`src/rtl/nes_clk_pkg.sv`:
```
// Shared types and constants for the NES clock-enable / OAM DMA scheduler.
//   dma_state_t      : OAM DMA sequencer states
//   OAMDATA_ADDR     : PPU OAMDATA register ($2004), target of every DMA write
//   DMA_LEN_DEFAULT  : bytes per OAM DMA transfer
//   PPU_DIV_DEFAULT  : master clocks per PPU tick
//   CPU_DIV_DEFAULT  : PPU ticks per CPU tick
//   PHASES           : master clocks per CPU tick at the default ratios
package nes_clk_pkg;

  typedef enum logic [2:0] {
    IDLE,
    HALT,
    ALIGN,
    READ,
    WRITE
  } dma_state_t;

  localparam logic [15:0] OAMDATA_ADDR    = 16'h2004;
  localparam int unsigned DMA_LEN_DEFAULT = 256;
  localparam int unsigned PPU_DIV_DEFAULT = 2;
  localparam int unsigned CPU_DIV_DEFAULT = 3;
  localparam int unsigned PHASES          = PPU_DIV_DEFAULT * CPU_DIV_DEFAULT;

  // Width of a counter holding 0..n-1, never less than one bit.
  function automatic int unsigned phase_width(input int unsigned n);
    return (n > 1) ? $clog2(n) : 1;
  endfunction

endpackage

```
`src/rtl/nes_clk_dma_sched_ce_gen.sv`:
```
// Clock-enable generator: a free-running phase counter over one CPU tick
// and the PPU/CPU strobes decoded from it, plus the CPU cycle parity.
//   clk     in  master clock
//   rst_n   in  asynchronous active-low reset
//   ppu_ce  out one-clock PPU enable on the last master clock of each PPU tick
//   cpu_ce  out one-clock CPU enable on the last phase; always with ppu_ce
//   cpu_odd out parity of the current CPU cycle, toggles on each cpu_ce edge
module ce_gen
  import nes_clk_pkg::*;
#(
  parameter int unsigned PPU_DIV = PPU_DIV_DEFAULT,
  parameter int unsigned CPU_DIV = CPU_DIV_DEFAULT
) (
  input  logic clk,
  input  logic rst_n,
  output logic ppu_ce,
  output logic cpu_ce,
  output logic cpu_odd
);

  localparam int unsigned N  = PPU_DIV * CPU_DIV;
  localparam int unsigned PW = phase_width(N);
  localparam logic [PW-1:0] PH_LAST = PW'(N - 1);

  logic [PW-1:0] ph;

  always_ff @(posedge clk or negedge rst_n) begin
    if (!rst_n) begin
      ph      <= '0;
      cpu_odd <= 1'b0;
    end else begin
      ph <= (ph == PH_LAST) ? '0 : ph + 1'b1;
      if (cpu_ce) begin
        cpu_odd <= ~cpu_odd;
      end
    end
  end

  // Decoded from the registered phase only, so no input reaches the strobes.
  always_comb begin
    ppu_ce = ((32'(ph) % PPU_DIV) == (PPU_DIV - 1));
    cpu_ce = (ph == PH_LAST);
  end

endmodule

```
`src/rtl/nes_clk_dma_sched.sv`:
```
// NES single-clock scheduler: PPU/CPU clock enables and the OAM DMA
// sequencer that halts the CPU and copies one page into $2004.
//   Clk        in  master clock
//   Reset      in  asynchronous active-low reset
//   DMA_Start  in  one-clock pulse, CPU wrote $4014
//   DMA_Page   in  source page, sampled with DMA_Start
//   DMA_RData  in  CPU-bus read data
//   PPU_CE     out PPU clock enable
//   CPU_CE     out CPU clock enable
//   CPU_Rdy    out 0 halts the CPU core
//   CPU_Odd    out parity of the current CPU cycle
//   DMA_Busy   out DMA pending or active
//   DMA_Rd     out DMA owns the bus, read cycle
//   DMA_Wr     out DMA owns the bus, write cycle
//   DMA_Addr   out bus address during DMA_Rd/DMA_Wr, else 0
//   DMA_WData  out write data during DMA_Wr, else 0
module nes_clk_dma_sched
  import nes_clk_pkg::*;
#(
  parameter int unsigned PPU_DIV = PPU_DIV_DEFAULT,
  parameter int unsigned CPU_DIV = CPU_DIV_DEFAULT,
  parameter int unsigned DMA_LEN = DMA_LEN_DEFAULT
) (
  input  logic        Clk,
  input  logic        Reset,
  input  logic        DMA_Start,
  input  logic [7:0]  DMA_Page,
  input  logic [7:0]  DMA_RData,
  output logic        PPU_CE,
  output logic        CPU_CE,
  output logic        CPU_Rdy,
  output logic        CPU_Odd,
  output logic        DMA_Busy,
  output logic        DMA_Rd,
  output logic        DMA_Wr,
  output logic [15:0] DMA_Addr,
  output logic [7:0]  DMA_WData
);

  localparam logic [7:0] LAST_INDEX = 8'(DMA_LEN - 1);

  dma_state_t state;
  logic       pending;
  logic [7:0] index;
  logic [7:0] page;
  logic [7:0] data;

  ce_gen #(
    .PPU_DIV (PPU_DIV),
    .CPU_DIV (CPU_DIV)
  ) u_ce_gen (
    .clk     (Clk),
    .rst_n   (Reset),
    .ppu_ce  (PPU_CE),
    .cpu_ce  (CPU_CE),
    .cpu_odd (CPU_Odd)
  );

  always_ff @(posedge Clk or negedge Reset) begin
    if (!Reset) begin
      state   <= IDLE;
      pending <= 1'b0;
      index   <= '0;
      page    <= '0;
      data    <= '0;
    end else begin
      // A start may land on any master clock; it is only picked up by the
      // sequencer at the next CPU_CE edge, hence the pending flag.
      if (DMA_Start && (state == IDLE) && !pending) begin
        pending <= 1'b1;
        page    <= DMA_Page;
      end
      if (CPU_CE) begin
        case (state)
          IDLE: begin
            if (pending) begin
              state   <= HALT;
              pending <= 1'b0;
            end
          end
          // Reads must start on an even CPU cycle; if the cycle after
          // HALT would be odd, burn one extra ALIGN cycle.
          HALT:  state <= CPU_Odd ? READ : ALIGN;
          ALIGN: state <= READ;
          READ: begin
            data  <= DMA_RData;
            state <= WRITE;
          end
          WRITE: begin
            if (index == LAST_INDEX) begin
              index <= '0;
              state <= IDLE;
            end else begin
              index <= index + 8'd1;
              state <= READ;
            end
          end
          default: state <= IDLE;
        endcase
      end
    end
  end

  always_comb begin
    CPU_Rdy   = !pending && (state == IDLE);
    DMA_Busy  = pending || (state != IDLE);
    DMA_Rd    = (state == READ);
    DMA_Wr    = (state == WRITE);
    DMA_Addr  = '0;
    DMA_WData = '0;
    if (state == READ) begin
      DMA_Addr = {page, index};
    end else if (state == WRITE) begin
      DMA_Addr  = OAMDATA_ADDR;
      DMA_WData = data;
    end
  end

endmodule

```
`config.mk`:
```
export PLATFORM = sky130hd
export DESIGN_NAME = nes_clk_dma_sched
export DESIGN_NICKNAME = d
export VERILOG_FILES = /design/src/rtl/nes_clk_pkg.sv /design/src/rtl/nes_clk_dma_sched_ce_gen.sv /design/src/rtl/nes_clk_dma_sched.sv
export SDC_FILE = /design/constraint.sdc
export NUM_CORES = 1
export LEC_CHECK = 0
export BUFFER_PORTS_ARGS = -buffer_cell sky130_fd_sc_hd__buf_2
export CELL_PAD_IN_SITES_DETAIL_PLACEMENT = 0
export CELL_PAD_IN_SITES_GLOBAL_PLACEMENT = 1
export CORE_MARGIN = 5
export CORE_UTILIZATION = 39
export CTS_BUF_LIST = sky130_fd_sc_hd__clkbuf_4 sky130_fd_sc_hd__clkbuf_8 sky130_fd_sc_hd__clkbuf_16
export DETAILED_ROUTE_END_ITERATION = 6
export PLACE_DENSITY = 0.86
export SLEW_MARGIN = 20
export SYNTH_ARGS = -nofsm -noshare
export SYNTH_HDL_FRONTEND = slang
export SYNTH_SLANG_ARGS = --single-unit
```
`constraint.sdc`:
```
create_clock -name Clk -period 2 [get_ports Clk]
set_input_delay 0.3 -clock Clk [delete_from_list [all_inputs] [get_ports Clk]]
set_output_delay 0.3 -clock Clk [all_outputs]
set_load 0.005 [all_outputs]
```
==> impl_table.tex <==
\begin{tabular}{lr}
\hline
Metric & Value \\
\hline
\multicolumn{2}{l}{\textbf{Global route}} \\
Global-route wire length before repair & 5490 µm \\
Total global routing track utilization & 13.4\% \\
Number of global-route vias before repair & 1247 \\
Number of antenna violations at the first check in global routing & 0 \\
Largest net degree at the start of global routing & 33 \\
GRT overflow & 0 \\
\multicolumn{2}{l}{\textbf{STA}} \\
Highest achievable clock rate & roughly 0.55 GHz \\
Post-route setup slack & 180 ps \\
Worst hold margin & 55.7 ps \\
Min cycle time layout & about 1800 ps \\
Clock Skew & approximately 4 ps \\
Final-report setup violation count & 0 \\
Final hold violation count & 0 \\
Count of final max-slew check failures & 0 \\
Transition time at the pin with the least slew margin & about 690 ps \\
Remaining max-slew budget at the tightest pin & 53.9\% \\
Unrepaired setup endpoints after global routing & false \\
Share of the clock period used by the worst path & around nine tenths \\
Post-Route Setup TNS & 0 ps \\
\multicolumn{2}{l}{\textbf{Logic synthesis}} \\
Async set-or-reset flop fraction in the synthesized netlist & 100\% \\
Post-synthesis cell count & 132 \\
Top-count cell post-synth & dfrtp\_1 \\
Synth unique cells & 34 \\
Post-synthesis cell area & 1580 µm² \\
Post-synthesis average cell area & roughly 12 µm² \\
Warnings, synthesis & 0 \\
Prevailing post-synth register cell & dfrtp\_1 \\
Number of enable flip-flop cells after synthesis & 0 \\
Yosys top cell by area & dfrtp\_1 \\
Largest cells by area after synthesis & dfrtp\_1 (51\%), mux2\_2 (12\%), and2\_1 (9.5\%) \\
Number of flip-flops and latches in the synthesized netlist & 32 \\
Register area share after synthesis & $\sim$51\% \\
Number of nets produced by synthesis & 152 \\
Fraction of post-synthesis cell area in the top cell type by area & roughly half \\
Synth top cells by count & dfrtp\_1 (32), and2\_1 (24), mux2\_2 (17), nand2\_1 (7) \\
\multicolumn{2}{l}{\textbf{Pwr}} \\
Power density over the cells & 613 nW/µm² \\
Reported leakage power & roughly 0.0010 µW \\
Worst-case vdd ir drop & 0.352 mV \\
Post-route total power & 1220 µW \\
\multicolumn{2}{l}{\textbf{Final layout}} \\
Area delta synth->final & 25.8\% \\
Fraction of layout cells with a size suffix above 1 & $\sim$45\% \\
Antenna Cells & 0 \\
Fin area & between 1500 and 2000 µm² \\
Layout fillers & $\sim$360 \\
Area of the multi-input gates & around 730 µm² \\
Fin nets & 206 \\
Storage element area & about 800 µm² \\
\multicolumn{2}{l}{\textbf{Worst setup path}} \\
Type of the worst setup path & reg -> out \\
Largest fanout on the critical path & 14 \\
Setup slack of the worst register-to-register path & 290 ps \\
Standard cell with the maximum stage delay on the critical path & dfrtp\_1 \\
Critical path cell sequence & nor3b\_4, buf\_12, and2\_1, buf\_2 \\
Required time of the critical path & about 1700 ps \\
Nature of the critical path startpoint & flip-flop \\
Signal arrival time at the worst endpoint & 1520 ps \\
Capture point of the worst reg-to-reg path & state[1] \\
Kind of cell with the highest combined delay on the critical path & flip-flops \\
Number of buffer and inverter instances along the worst setup path & 2 \\
R2R Path Start & state[2] \\
Crit. path cell count & 4 \\
Delay of the slowest cell on the worst path & between 500 and 600 ps \\
Worst Reg2Reg Path Length in Cells & 6 \\
Critical path capture point type & output pin \\
\multicolumn{2}{l}{\textbf{Status}} \\
Run status & finished, final reports clean \\
\multicolumn{2}{l}{\textbf{Drt}} \\
Drt via density & slightly below 5 \\
Vias & $\sim$1200 \\
Routed wire length & 3220 µm \\
DR iter-0 viols & between 80 and 90 \\
Antenna violation net count after detailed routing & 0 \\
WL per Instance & roughly 14 µm \\
Residual DRC count & 0 \\
Number of iterations in the first detailed-routing pass & 5 \\
\multicolumn{2}{l}{\textbf{Place}} \\
Global placer's final weighted congestion & $\sim$0.87 \\
DP Area & 1860 µm² \\
Port Buf Inserts & 49 \\
DPL Wire Length & around 2400 µm \\
Pre-CTS setup slack & 288 ps \\
\multicolumn{2}{l}{\textbf{Floorplan}} \\
Die outline width & 73.6 µm \\
Die Y & approximately 74 µm \\
Initial Util & 39.7\% \\
Top-Level Pins & 50 \\
Placeable core region & 3970 µm² \\
Number of core rows & 23 \\
Total Die Area & around 5400 µm² \\
\multicolumn{2}{l}{\textbf{Clock network}} \\
Number of clock sinks & 32 \\
Number of clock buffers inserted by TritonCTS & 5 \\
Clock latency at the later pin of the worst-skew pair & around 280 ps \\
TritonCTS clock tree & yes \\
Worst-path clk slew & around 60 ps \\
Number of H-tree levels & 2 \\
Root Driver & clkbuf\_8 \\
Clock Path Buffers & 2 \\
\multicolumn{2}{l}{\textbf{Worst hold path}} \\
Classification of the worst-slack hold path & in -> async \\
\multicolumn{2}{l}{\textbf{Job}} \\
Max Cap Violations & 0 \\
\hline
\end{tabular}
-- routing by layer --
metal	share of wire [%]	global-route usage, %
met1	41	15.1
met2	48	21.6
met3	7.9	5.06
met4	2.2	7.65
met5	0	0
-- stage by stage --
stage,std cells,util [%]
3_3_place_gp,227,46.8
6_report,237,50.0
3_5_place_dp,227,46.8
5_1_grt,237,50.0
2_1_floorplan,132,-
4_1_cts,237,49.9
-- worst reg2reg max path: stages (launching register included) --
cell and delay, ps:
dfrtp_1 500, nor3b_4 220, buf_12 140, buf_4 130, and2_4 170, and2_1 160
a221o_1 270
-- layout by cell type, fill, tap and decap left out, types with 2 or more instances in the layout --
cell,instances
buf_2,49
dfrtp_1,30
and2_1,24
mux2_2,17
nand2_1,7
clkbuf_8,6
nor2_1,5
nand4_1,5
inv_1,4
a21o_1,4
xnor2_1,4
mux2i_1,2
a21oi_1,2
xor2_1,2
buf_4,2
dfrtp_2,2
-- report_power, final --
group / total (µW) / switching, µW / internal [µW] / leakage [µW]
Clock: 521 / 228 / 293 / 0.0000479
Combinational: 36.5 / 18.2 / 18.3 / 0.000589
Sequential: 659 / 3.78 / 656 / 0.000403
Total: 1220 / 250 / 966 / 0.00104
-- worst max-delay path by stage --
stage,start,endpoint,slack (ps)
floorplan,state[0],DMA_Addr[10],480
global placement,state[2],DMA_WData[7],350
detailed placement,state[2],index[0],290
CTS,state[1],DMA_Addr[0],70
global route,state[2],DMA_WData[7],90
finish,state[2],DMA_WData[7],180
-- layout make-up --
class,count,area share [%]
Tap cell,50,3.15
Clock buffer,7,4.54
Timing Repair Buffer,52,14.1
Multi-Input combinational cell,91,36.6
Inverter,4,0.757
Sequential cell,32,40.5
Clock inverter,1,0.378
-- flip-flops by register name, indices dropped and copies added, names as in the netlist --
register and flops:
pending 1, index 8, u_ce_gen.cpu_odd 1, u_ce_gen.ph 3, data 8, state 3, page 8
-- repair_timing --
action | in CTS | in global routing
hold buffers | 0 | 0
resized for setup | 0 | 2
setup endpoints to repair | 1 | 14
setup buffers | 2 | 0
-- logic make-up after synthesis --
| logic type | after synthesis | synth area share (%) |
|---|---|---|
| AOI/OAI and AO/OA | 13 | 6.03 |
| adders and majority gates | 1 | 0.793 |
| and+or+nand+nor | 52 | 22.4 |
| xor gates and xnor gates | 6 | 3.33 |
| buffers and inverters | 9 | 3.25 |
| muxes | 19 | 13.4 |
| DFF | 32 | 50.8 |
No activity file was read; power rests on OpenSTA's default activity.
